<file path="src/rtl/fifo_pkg.sv">
// Shared definitions for the asynchronous FIFO: default geometry and pointer code conversions.
// The conversions take zero-extended operands, so they serve any pointer width up to PTR_MAXW.
package fifo_pkg;

  localparam int ADDRSIZE_DEF = 6;
  localparam int DSIZE_DEF    = 8;
  localparam int PTR_MAXW     = 32;

  typedef logic [PTR_MAXW-1:0] ptr_max_t;

  function automatic ptr_max_t bin2gray(input ptr_max_t bin);
    return bin ^ (bin >> 1);
  endfunction

  // Each binary bit is the XOR of all Gray bits at or above it.
  function automatic ptr_max_t gray2bin(input ptr_max_t gray);
    ptr_max_t bin;
    bin = '0;
    for (int i = 0; i < PTR_MAXW; i++) begin
      bin[i] = ^(gray >> i);
    end
    return bin;
  endfunction

endpackage

</file>
<file path="src/rtl/fifo_rd_obuf.sv">
// Two-entry output buffer that absorbs the memory read latency in front of the consumer.
// Order is preserved; the issue logic upstream guarantees it is never pushed while full.
module fifo_rd_obuf
  import fifo_pkg::*;
#(
  parameter int DSIZE = DSIZE_DEF
) (
  input  logic             rclk,
  input  logic             rrst_n,
  input  logic             push_i,
  input  logic [DSIZE-1:0] push_data_i,
  input  logic             pop_i,
  output logic [1:0]       cnt_o,
  output logic [DSIZE-1:0] head_o
);

  logic [1:0][DSIZE-1:0] ent_q, ent_d;
  logic                  rd_idx_q, rd_idx_d;
  logic                  wr_idx_q, wr_idx_d;
  logic [1:0]            cnt_q, cnt_d;

  always_comb begin
    ent_d    = ent_q;
    rd_idx_d = rd_idx_q;
    wr_idx_d = wr_idx_q;
    cnt_d    = cnt_q;
    if (push_i) begin
      ent_d[wr_idx_q] = push_data_i;
      wr_idx_d        = ~wr_idx_q;
    end else begin
      wr_idx_d = wr_idx_q;
    end
    if (pop_i) begin
      rd_idx_d = ~rd_idx_q;
    end else begin
      rd_idx_d = rd_idx_q;
    end
    case ({push_i, pop_i})
      2'b10:   cnt_d = cnt_q + 2'd1;
      2'b01:   cnt_d = cnt_q - 2'd1;
      default: cnt_d = cnt_q;
    endcase
  end

  always_ff @(posedge rclk or negedge rrst_n) begin
    if (!rrst_n) begin
      ent_q    <= '0;
      rd_idx_q <= 1'b0;
      wr_idx_q <= 1'b0;
      cnt_q    <= 2'd0;
    end else begin
      ent_q    <= ent_d;
      rd_idx_q <= rd_idx_d;
      wr_idx_q <= wr_idx_d;
      cnt_q    <= cnt_d;
    end
  end

  assign cnt_o  = cnt_q;
  assign head_o = ent_q[rd_idx_q];

endmodule

</file>
<file path="src/rtl/fifo_rd_ctrl.sv">
// Read-domain controller of the asynchronous FIFO: read pointers, memory read issue,
// first-word-fall-through output stream and empty/level status.
module fifo_rd_ctrl
  import fifo_pkg::*;
#(
  parameter int ADDRSIZE      = ADDRSIZE_DEF,
  parameter int DSIZE         = DSIZE_DEF,
  parameter int AEMPTY_THRESH = 4
) (
  input  logic                rclk,
  input  logic                rrst_n,
  input  logic [ADDRSIZE:0]   rq2_wptr,
  output logic [ADDRSIZE:0]   rptr,
  output logic [ADDRSIZE-1:0] raddr,
  output logic                mem_ren,
  input  logic [DSIZE-1:0]    mem_rdata,
  output logic [DSIZE-1:0]    rdata,
  output logic                rvalid,
  input  logic                rready,
  output logic                rempty,
  output logic                raempty,
  output logic [ADDRSIZE:0]   rlevel
);

  localparam int PW = ADDRSIZE + 1;
  typedef logic [PW-1:0] ptr_t;

  ptr_t       rbin_q, rbin_d;
  ptr_t       rptr_q, rptr_d;
  ptr_t       rlevel_q, rlevel_d;
  ptr_t       wbin_s;
  logic       inflight_q, inflight_d;
  logic       rempty_q, rempty_d;
  logic       raempty_q, raempty_d;
  logic [1:0] obuf_cnt_s, obuf_cnt_next_s;
  logic       avail_s, pop_s, ren_s, rvalid_s;
  logic [2:0] occ_s, budget_s;

  fifo_rd_obuf #(
    .DSIZE(DSIZE)
  ) u_obuf (
    .rclk       (rclk),
    .rrst_n     (rrst_n),
    .push_i     (inflight_q),
    .push_data_i(mem_rdata),
    .pop_i      (pop_s),
    .cnt_o      (obuf_cnt_s),
    .head_o     (rdata)
  );

  // A read may issue only if its word is guaranteed a buffer slot on arrival.
  always_comb begin
    wbin_s   = ptr_t'(gray2bin(ptr_max_t'(rq2_wptr)));
    avail_s  = (rbin_q != wbin_s);
    rvalid_s = (obuf_cnt_s != 2'd0);
    pop_s    = rvalid_s && rready;
    occ_s    = {1'b0, obuf_cnt_s} + {2'b00, inflight_q};
    budget_s = 3'd1 + {2'b00, pop_s};
    if (avail_s && (occ_s <= budget_s)) begin
      ren_s = 1'b1;
    end else begin
      ren_s = 1'b0;
    end
  end

  always_comb begin
    rbin_d     = rbin_q + ptr_t'(ren_s);
    rptr_d     = ptr_t'(bin2gray(ptr_max_t'(rbin_d)));
    inflight_d = ren_s;
    case ({inflight_q, pop_s})
      2'b10:   obuf_cnt_next_s = obuf_cnt_s + 2'd1;
      2'b01:   obuf_cnt_next_s = obuf_cnt_s - 2'd1;
      default: obuf_cnt_next_s = obuf_cnt_s;
    endcase
    rempty_d  = (rbin_d == wbin_s);
    // Level counts words still owed to the consumer, including buffered and in-flight ones.
    rlevel_d  = (wbin_s - rbin_d) + ptr_t'(obuf_cnt_next_s) + ptr_t'(inflight_d);
    raempty_d = (rlevel_d <= ptr_t'(AEMPTY_THRESH));
  end

  always_ff @(posedge rclk or negedge rrst_n) begin
    if (!rrst_n) begin
      rbin_q     <= '0;
      rptr_q     <= '0;
      inflight_q <= 1'b0;
      rempty_q   <= 1'b1;
      raempty_q  <= 1'b1;
      rlevel_q   <= '0;
    end else begin
      rbin_q     <= rbin_d;
      rptr_q     <= rptr_d;
      inflight_q <= inflight_d;
      rempty_q   <= rempty_d;
      raempty_q  <= raempty_d;
      rlevel_q   <= rlevel_d;
    end
  end

  assign rptr    = rptr_q;
  assign raddr   = rbin_q[ADDRSIZE-1:0];
  assign mem_ren = ren_s;
  assign rvalid  = rvalid_s;
  assign rempty  = rempty_q;
  assign raempty = raempty_q;
  assign rlevel  = rlevel_q;

endmodule

</file>
<file path="config.mk">
export PLATFORM = sky130hd
export DESIGN_NAME = fifo_rd_ctrl
export DESIGN_NICKNAME = d
export VERILOG_FILES = /design/src/rtl/fifo_pkg.sv /design/src/rtl/fifo_rd_obuf.sv /design/src/rtl/fifo_rd_ctrl.sv
export SDC_FILE = /design/constraint.sdc
export NUM_CORES = 1
export LEC_CHECK = 0
export ABC_AREA = 1
export CELL_PAD_IN_SITES_DETAIL_PLACEMENT = 1
export CELL_PAD_IN_SITES_GLOBAL_PLACEMENT = 1
export CORE_MARGIN = 5
export CORE_UTILIZATION = 39
export CTS_BUF_LIST = sky130_fd_sc_hd__clkbuf_8
export CTS_CLUSTER_SIZE = 24
export DETAILED_ROUTE_END_ITERATION = 10
export GPL_ROUTABILITY_DRIVEN = 0
export PLACE_DENSITY_LB_ADDON = 0.05
export RECOVER_POWER = 100
export SKIP_CTS_REPAIR_TIMING = 1
export SYNTH_ARGS = -nofsm -noshare
export SYNTH_HDL_FRONTEND = slang
export SYNTH_SLANG_ARGS = --single-unit
</file>
<file path="constraint.sdc">
create_clock -name rclk -period 5.5 [get_ports rclk]
set_input_delay 0.55 -clock rclk [delete_from_list [all_inputs] [get_ports rclk]]
set_output_delay 0.55 -clock rclk [all_outputs]
set_load 0.03 [all_outputs]
</file>
* Word level (Yosys, flattened, before mapping)
Cells that the tools add are included.
** Operators by class
- Magnitude comparators :: 5
- Reduce and logical (&&, ||, !) cells :: 11
- Bitwise logic cells :: 3
- Eq/ne operators :: 4
- Add/sub/neg operators :: 8
- Mux-type cells :: 7
** Operators by type and width (count)
- $reduce_xor A32 Y1 :: 7
- $mux W8 :: 3
- $bwmux W16 :: 1
- $add A7 B1 Y7 :: 2
- $demux W8 S1 :: 1
- $add A7 B2 Y7 :: 1
- $eq A7 B7 Y1 :: 1
- $le A7 B3 Y1 const B :: 1
- $ne A7 B7 Y1 :: 1
- $sub A7 B7 Y7 :: 1
- $xor A7 B6 Y7 :: 1
- $lt A1 B2 Y1 const B :: 2
- $pmux W2 S2 :: 1
- $add A2 B1 Y3 :: 1
- $le A3 B3 Y1 :: 1
- $logic_and A1 B1 Y1 :: 3
- $add A1 B1 Y2 const A :: 1
- $add A2 B1 Y2 const B :: 1
- $eq A2 B1 Y1 const B :: 1
- $eq A2 B2 Y1 const B :: 1
- $not A1 Y1 :: 2
- $reduce_bool A2 Y1 :: 1
- $sub A2 B1 Y2 const B :: 1
- $ge A1 B1 Y1 const B :: 1
- $mux W1 :: 1
** Storage, ports and cells
- Output and inout port bits :: 32
- Input port bits :: 18
- Flip-flop bits (word level) :: 44
- Logic and storage cells :: 49

* Logic depth before layout (Yosys ltp)
- Word-level depth :: 11
- Depth in mapped cells :: 30
- Mapped depth without buffers :: 29

* Cells and area by module
From an unflattened synthesis, not the netlist that was laid out.
** Second synthesis, totals
- Cells, all modules :: 335
- Area total of the unflattened synthesis :: 2693.8 um^2
** By module, submodules not included
- fifo_rd_ctrl :: seq. area each 578.1 um^2, cells an instance 228, area an instance 1754.2 um^2, instances 1
- fifo_rd_obuf :: seq. area each 500.5 um^2, cells an instance 107, area an instance 939.7 um^2, instances 1

* Worst setup path before layout
Ideal clock, no wire load.
- Path type :: reg-to-reg
- Start :: reg u_obuf.cnt_q[0], in the netlist u_obuf.cnt_o[0]
- End :: reg raempty_q, in the netlist raempty
- Cell stages (with the launch flop) :: 21
- Period minus slack after synthesis :: 4.610 ns
- Setup slack :: 0.890 ns
- Data required time :: 5.436 ns
- Library setup time :: 0.064 ns
- Arrival time :: 4.546 ns
- Path buffers :: 0
- Cells stage by stage :: dfrtp_1 > or2_2 > nand2_1 > inv_1 > fa_1 > or3_1 > a22oi_1 > a21oi_1 > ha_1 > ha_1 > inv_1 > nand3_1 > nand2_1 > inv_1 > ha_1 > fa_1 > xor2_1 > o21a_1 > nor3_1 > nand2_1 > nor2_2
** Between the ends
- Longest elaborated chain between the ends :: 11
- Elaborated cells on any way between the ends :: 17
- Those cells by class :: add/sub: 8; order compare: 2; eq/ne: 2; mux: 2; reduce/logical: 3
** Ends and longest elaborated chain
- from (decl) :: RTL line fifo_rd_obuf.sv:20 : logic [1:0] cnt_q, cnt_d;
- from (signal assigned) :: RTL line fifo_rd_obuf.sv:55 : cnt_q <= cnt_d;
- $reduce_bool A2 Y1 :: RTL line fifo_rd_ctrl.sv:55 : rvalid_s = (obuf_cnt_s != 2'd0);
- named net rvalid :: RTL line fifo_rd_ctrl.sv:18 : output logic rvalid,
- $logic_and A1 B1 Y1 :: RTL line fifo_rd_ctrl.sv:56 : pop_s = rvalid_s && rready;
- named net pop_s :: RTL line fifo_rd_ctrl.sv:36 : logic avail_s, pop_s, ren_s, rvalid_s;
- $add A1 B1 Y2 :: RTL line fifo_rd_ctrl.sv:58 : budget_s = 3'd1 + {2'b00, pop_s};
- $le A3 B3 Y1 :: RTL line fifo_rd_ctrl.sv:59 : if (avail_s && (occ_s <= budget_s)) begin
- $logic_and A1 B1 Y1 :: RTL line fifo_rd_ctrl.sv:59
- $mux W1 :: RTL line fifo_rd_ctrl.sv:59
- named net mem_ren :: RTL line fifo_rd_ctrl.sv:15 : output logic mem_ren,
- $add A7 B1 Y7 :: RTL line fifo_rd_ctrl.sv:67 : rbin_d = rbin_q + ptr_t'(ren_s);
- named net rbin_d[1] :: RTL line fifo_rd_ctrl.sv:28 : ptr_t rbin_q, rbin_d;
- $sub A7 B7 Y7 :: RTL line fifo_rd_ctrl.sv:77 : rlevel_d = (wbin_s - rbin_d) + ptr_t'(obuf_cnt_next_s) + ptr_t'(inflight_d);
- $add A7 B2 Y7 :: RTL line fifo_rd_ctrl.sv:77
- $add A7 B1 Y7 :: RTL line fifo_rd_ctrl.sv:77
- named net rlevel_d[2] :: RTL line fifo_rd_ctrl.sv:30 : ptr_t rlevel_q, rlevel_d;
- $le A7 B3 Y1 :: RTL line fifo_rd_ctrl.sv:78 : raempty_d = (rlevel_d <= ptr_t'(AEMPTY_THRESH));
- named net raempty_d :: RTL line fifo_rd_ctrl.sv:34 : logic raempty_q, raempty_d;
- to (signal assigned) :: RTL line fifo_rd_ctrl.sv:94 : raempty_q <= raempty_d;
- to (decl) :: RTL line fifo_rd_ctrl.sv:34
The timed path passes the listed nets, and every way through them passes these cells.
A chain may end at the register's enable or synchronous reset.

* Worst setup path in the final report
- Start :: reg u_obuf.cnt_q[0], in the netlist u_obuf.cnt_o[0]
- End :: reg raempty_q, in the netlist raempty
** Between the ends
- Longest elaborated chain between the ends :: 11
- Elaborated cells on any way between the ends :: 17
- Those cells by class :: add/sub: 8; order compare: 2; eq/ne: 2; mux: 2; reduce/logical: 3
** Ends and longest elaborated chain (RTL line)
- $reduce_bool A2 Y1 :: fifo_rd_ctrl.sv:55
- $logic_and A1 B1 Y1 :: fifo_rd_ctrl.sv:56
- named net pop_s :: fifo_rd_ctrl.sv:36
- $add A1 B1 Y2 :: fifo_rd_ctrl.sv:58
- $le A3 B3 Y1 :: fifo_rd_ctrl.sv:59
- $logic_and A1 B1 Y1 :: fifo_rd_ctrl.sv:59
- $mux W1 :: fifo_rd_ctrl.sv:59
- $add A7 B1 Y7 :: fifo_rd_ctrl.sv:67
- named net rbin_d[4] :: fifo_rd_ctrl.sv:28
- $sub A7 B7 Y7 :: fifo_rd_ctrl.sv:77
- $add A7 B2 Y7 :: fifo_rd_ctrl.sv:77
- $add A7 B1 Y7 :: fifo_rd_ctrl.sv:77
- named net rlevel_d[6] :: fifo_rd_ctrl.sv:30
- $le A7 B3 Y1 :: fifo_rd_ctrl.sv:78
- named net raempty_d :: fifo_rd_ctrl.sv:34
The timed path passes the listed nets, and every way through them passes these cells.

==> out/summary.md <==
TritonCTS built the clock tree. The logs give 0 for the residual DRC count and 0 for the total congestion overflow. The tools report the beginning of the worst register-to-register path as u_obuf.cnt_o[0].

The clock passes through at most 2 buffers. The initialized floorplan defines 29 standard-cell rows. The tools report the element type at the critical path end as a flop. In the global route stage, met1 resource usage came out at 19.7%. For the number of hold-slack violations in the final timing report, the log shows 0. In this run, CTS created clock tree buffers numbering 5.

For this configuration, the core starts out at a cell density of 40.2%. The path type of the worst min-delay path was reg2reg. The y dimension of the die is 91.1 um, and the detailed placement HPWL is 5410 um. The aggregate global-route resource usage was 16.9%; the via total after detailed routing was 2210. The run gives 2 as the number of levels in the clock H-tree. The tools report the clock net sink count as 43.

Share of the clock period used by the worst path: 84.5%. In this run the tightest slew margin relative to its limit is -51.5%. The Yosys step of the flow raised 0 warnings.

Across all hold checks on the routed design, the worst slack comes to 0.489 ns. The startpoint kind of the worst setup timing path is a flop. The total routed wirelength was 6750 um; the average size of a mapped cell was 7.95 um^2. The detail route stage leaves a number of antenna-violating nets equal to 0. At the worst endpoint, the arrival time is 4.88 ns. Global routing used 2.15% of the available met3 tracks. Setup violations remaining at the end of the flow were counted as 0. The flow ran to the end, but the final reports show violations. The layout has 780 filler cells. The type of the worst setup path is reg2reg. The post-synthesis instance area was 0.00257 mm^2.

Clock tree root buffer cell: clkbuf_8. The top cell types in the final layout, fill and taps aside, are nand2_1 (117), inv_1 (42), dfrtp_1 (41). Setup repair after global routing left no endpoint under its margin. The measured slew at the worst slew-check pin is 2.27 ns, and the source-to-sink clock delay at the later pin of the worst-skew pair is 0.30 ns. Tracing the worst setup path back leads to its startpoint at u_obuf.cnt_o[0]. The area overhead of the layout relative to synthesis works out to 26.1%.

The library cell used most frequently in the layout, excluding fill and tap cells, is nand2_1. For the placed cell count, the log shows 444. After synthesis the netlist holds a flip-flop and latch count of 43. Synthesis produced a netlist with a net count of 361. In the synthesized netlist, the number of instances is 323. The routed via count divided by cell count was 4.89. The number of max-capacitance violations reported is 1.

The first global-routing pass estimated 11500 um of wire. The count of cells in the finished layout, fillers not included, comes to 452. The minimum clock period after layout works out to 4.65 ns. For met2 alone, demand over resource in global routing was 31.1%. Adding up every negative setup slack in the final design gives 0 ns. Clock skew on the completed layout was measured at 0.00549 ns. The proportion of layout cells with a drive suffix above 1 was 5.33%.

The die covers 0.00831 mm^2. Port buffering added 49 buffers. The die is 91.1 um wide. The checks that failed: capacitance limit, slew limit.

The number of antenna violations at the first check in global routing came out at 0. The sequential element share of the synthesized area was 42.0%; the largest driver fanout on the critical path was 5. dfrtp_1 takes more of the synthesized area than any other cell. The launch instance of the worst min-delay path is u_obuf.ent_q[15].

The logs give 2406 for the number of global-route vias before repair and 4 for the number of detailed-routing iterations run before antenna repair. Data on the critical path is required at its endpoint by 5.74 ns. The number of library cell types mapped by synthesis was 31. The per-cell routed wire length came out at 14.9 um.

The number of nets in the final layout was 412; the share of the synthesized area in the top cell type was 40.0%. The first routing iteration left 52 violations. Entering global routing, the biggest net connects 44 pins.

The maximum clock rate came out at 215 MHz. In this run the standard cell core region covers 0.00639 mm^2. The most congested layer reported by global routing was met2.

Max-slew violation total from the final report: 44. The tools report the top-level port count as 50. Antenna diode instance count: 0. After clock tree synthesis, the clock-pin slew on the worst setup and hold paths is 0.08 ns.

Yosys attributes the largest share of cell area to dfrtp_1 (40%), nand2_1 (17%), ha_1 (8.3%).
[final timing paths]
path	endpoint	slack, ns	cells after the start
setup / recovery	raempty	0.85	20
hold / removal	u_obuf.ent_q[15]	0.49	2
setup reg to reg	raempty	0.85	20
hold reg to reg	u_obuf.ent_q[15]	0.49	2
max in group asynchronous	rlevel[5]	3.29	1
min in group asynchronous	rptr[5]	0.92	1
[state kept, by name (all words and copies together), names as in the netlist]
| register | flops |
|---|---|
| inflight_q | 1 |
| rlevel | 7 |
| rbin_q | 7 |
| rptr | 6 |
| u_obuf.wr_idx_q | 1 |
| rempty | 1 |
| u_obuf.cnt_o | 2 |
| u_obuf.ent_q | 16 |
| u_obuf.rd_idx_q | 1 |
| raempty | 1 |
[kinds of logic (layout without fill, tap and decap cells)]
logic type | after synthesis | count (layout) | share of synthesized area, %
simple gates | 165 | 165 | 27.4
buf+inv | 49 | 101 | 7.55
flops | 43 | 43 | 42.0
compound gates | 26 | 26 | 5.26
fa+ha+maj | 20 | 20 | 10.6
xor+xnor | 20 | 20 | 7.12
[worst max-delay path: stages (launching register included)]
cell      delay [ns]
dfrtp_1         0.44
or2_2           0.30
nand2_1         0.12
inv_1           0.09
fa_1            0.46
or3_1           0.32
a22oi_1         0.20
a21oi_1         0.15
ha_1            0.26
ha_1            0.23
nand3_1         0.13
xor2_1          0.35
inv_1           0.11
ha_1            0.33
ha_1            0.36
nand2_1         0.09
o21ai_0         0.09
a21oi_1         0.21
nand3b_1        0.15
nand2_1         0.10
nor2_2          0.10
[Yosys cell counts (all sizes together)]
cell type,number
nand4,3
nor4,1
dfstp,2
inv,43
nor3,1
clkinv,1
buf,3
nand3b,1
or2,3
o21ai,18
a22oi,1
nor2,12
a21oi,6
dfrtp,41
xnor2,5
fa,3
nand2,121
xor2,15
nand3,22
or3,1
o21a,1
ha,17
clkbuf,2
[through the flow]
step / instance area, um^2 / setup slack, ns / util (%)
2_1_floorplan: 2570 / 0.890 / -
3_3_place_gp: 3120 / 0.684 / 48.9
3_5_place_dp: 3120 / 0.615 / 48.9
4_1_cts: 3260 / 0.805 / 51.0
5_1_grt: 3240 / 0.468 / 50.7
6_report: 3240 / 0.854 / 50.7
[metal layers]
layer  up-vias  share of wire [%]
met4         0                2.2
li1       1109                  -
met3        12                2.6
met1      1052                 44
met5         -                  0
met2        37                 52
[area by class of cell]
cell class | count | area [um^2] | share of cell area, %
tap | 77 | 96.3 | 2.98
sequential | 43 | 1080 | 33.3
clock inverter | 3 | 67.6 | 2.09
inverter | 44 | 165 | 5.10
multi-input combinational | 231 | 1280 | 39.5
clock buffer | 5 | 68.8 | 2.13
timing repair buffer | 49 | 484 | 15.0
Power is left out: the tool's default activity adds up to more than one toggle a clock period on the data nets, which glitch-free logic cannot reach.
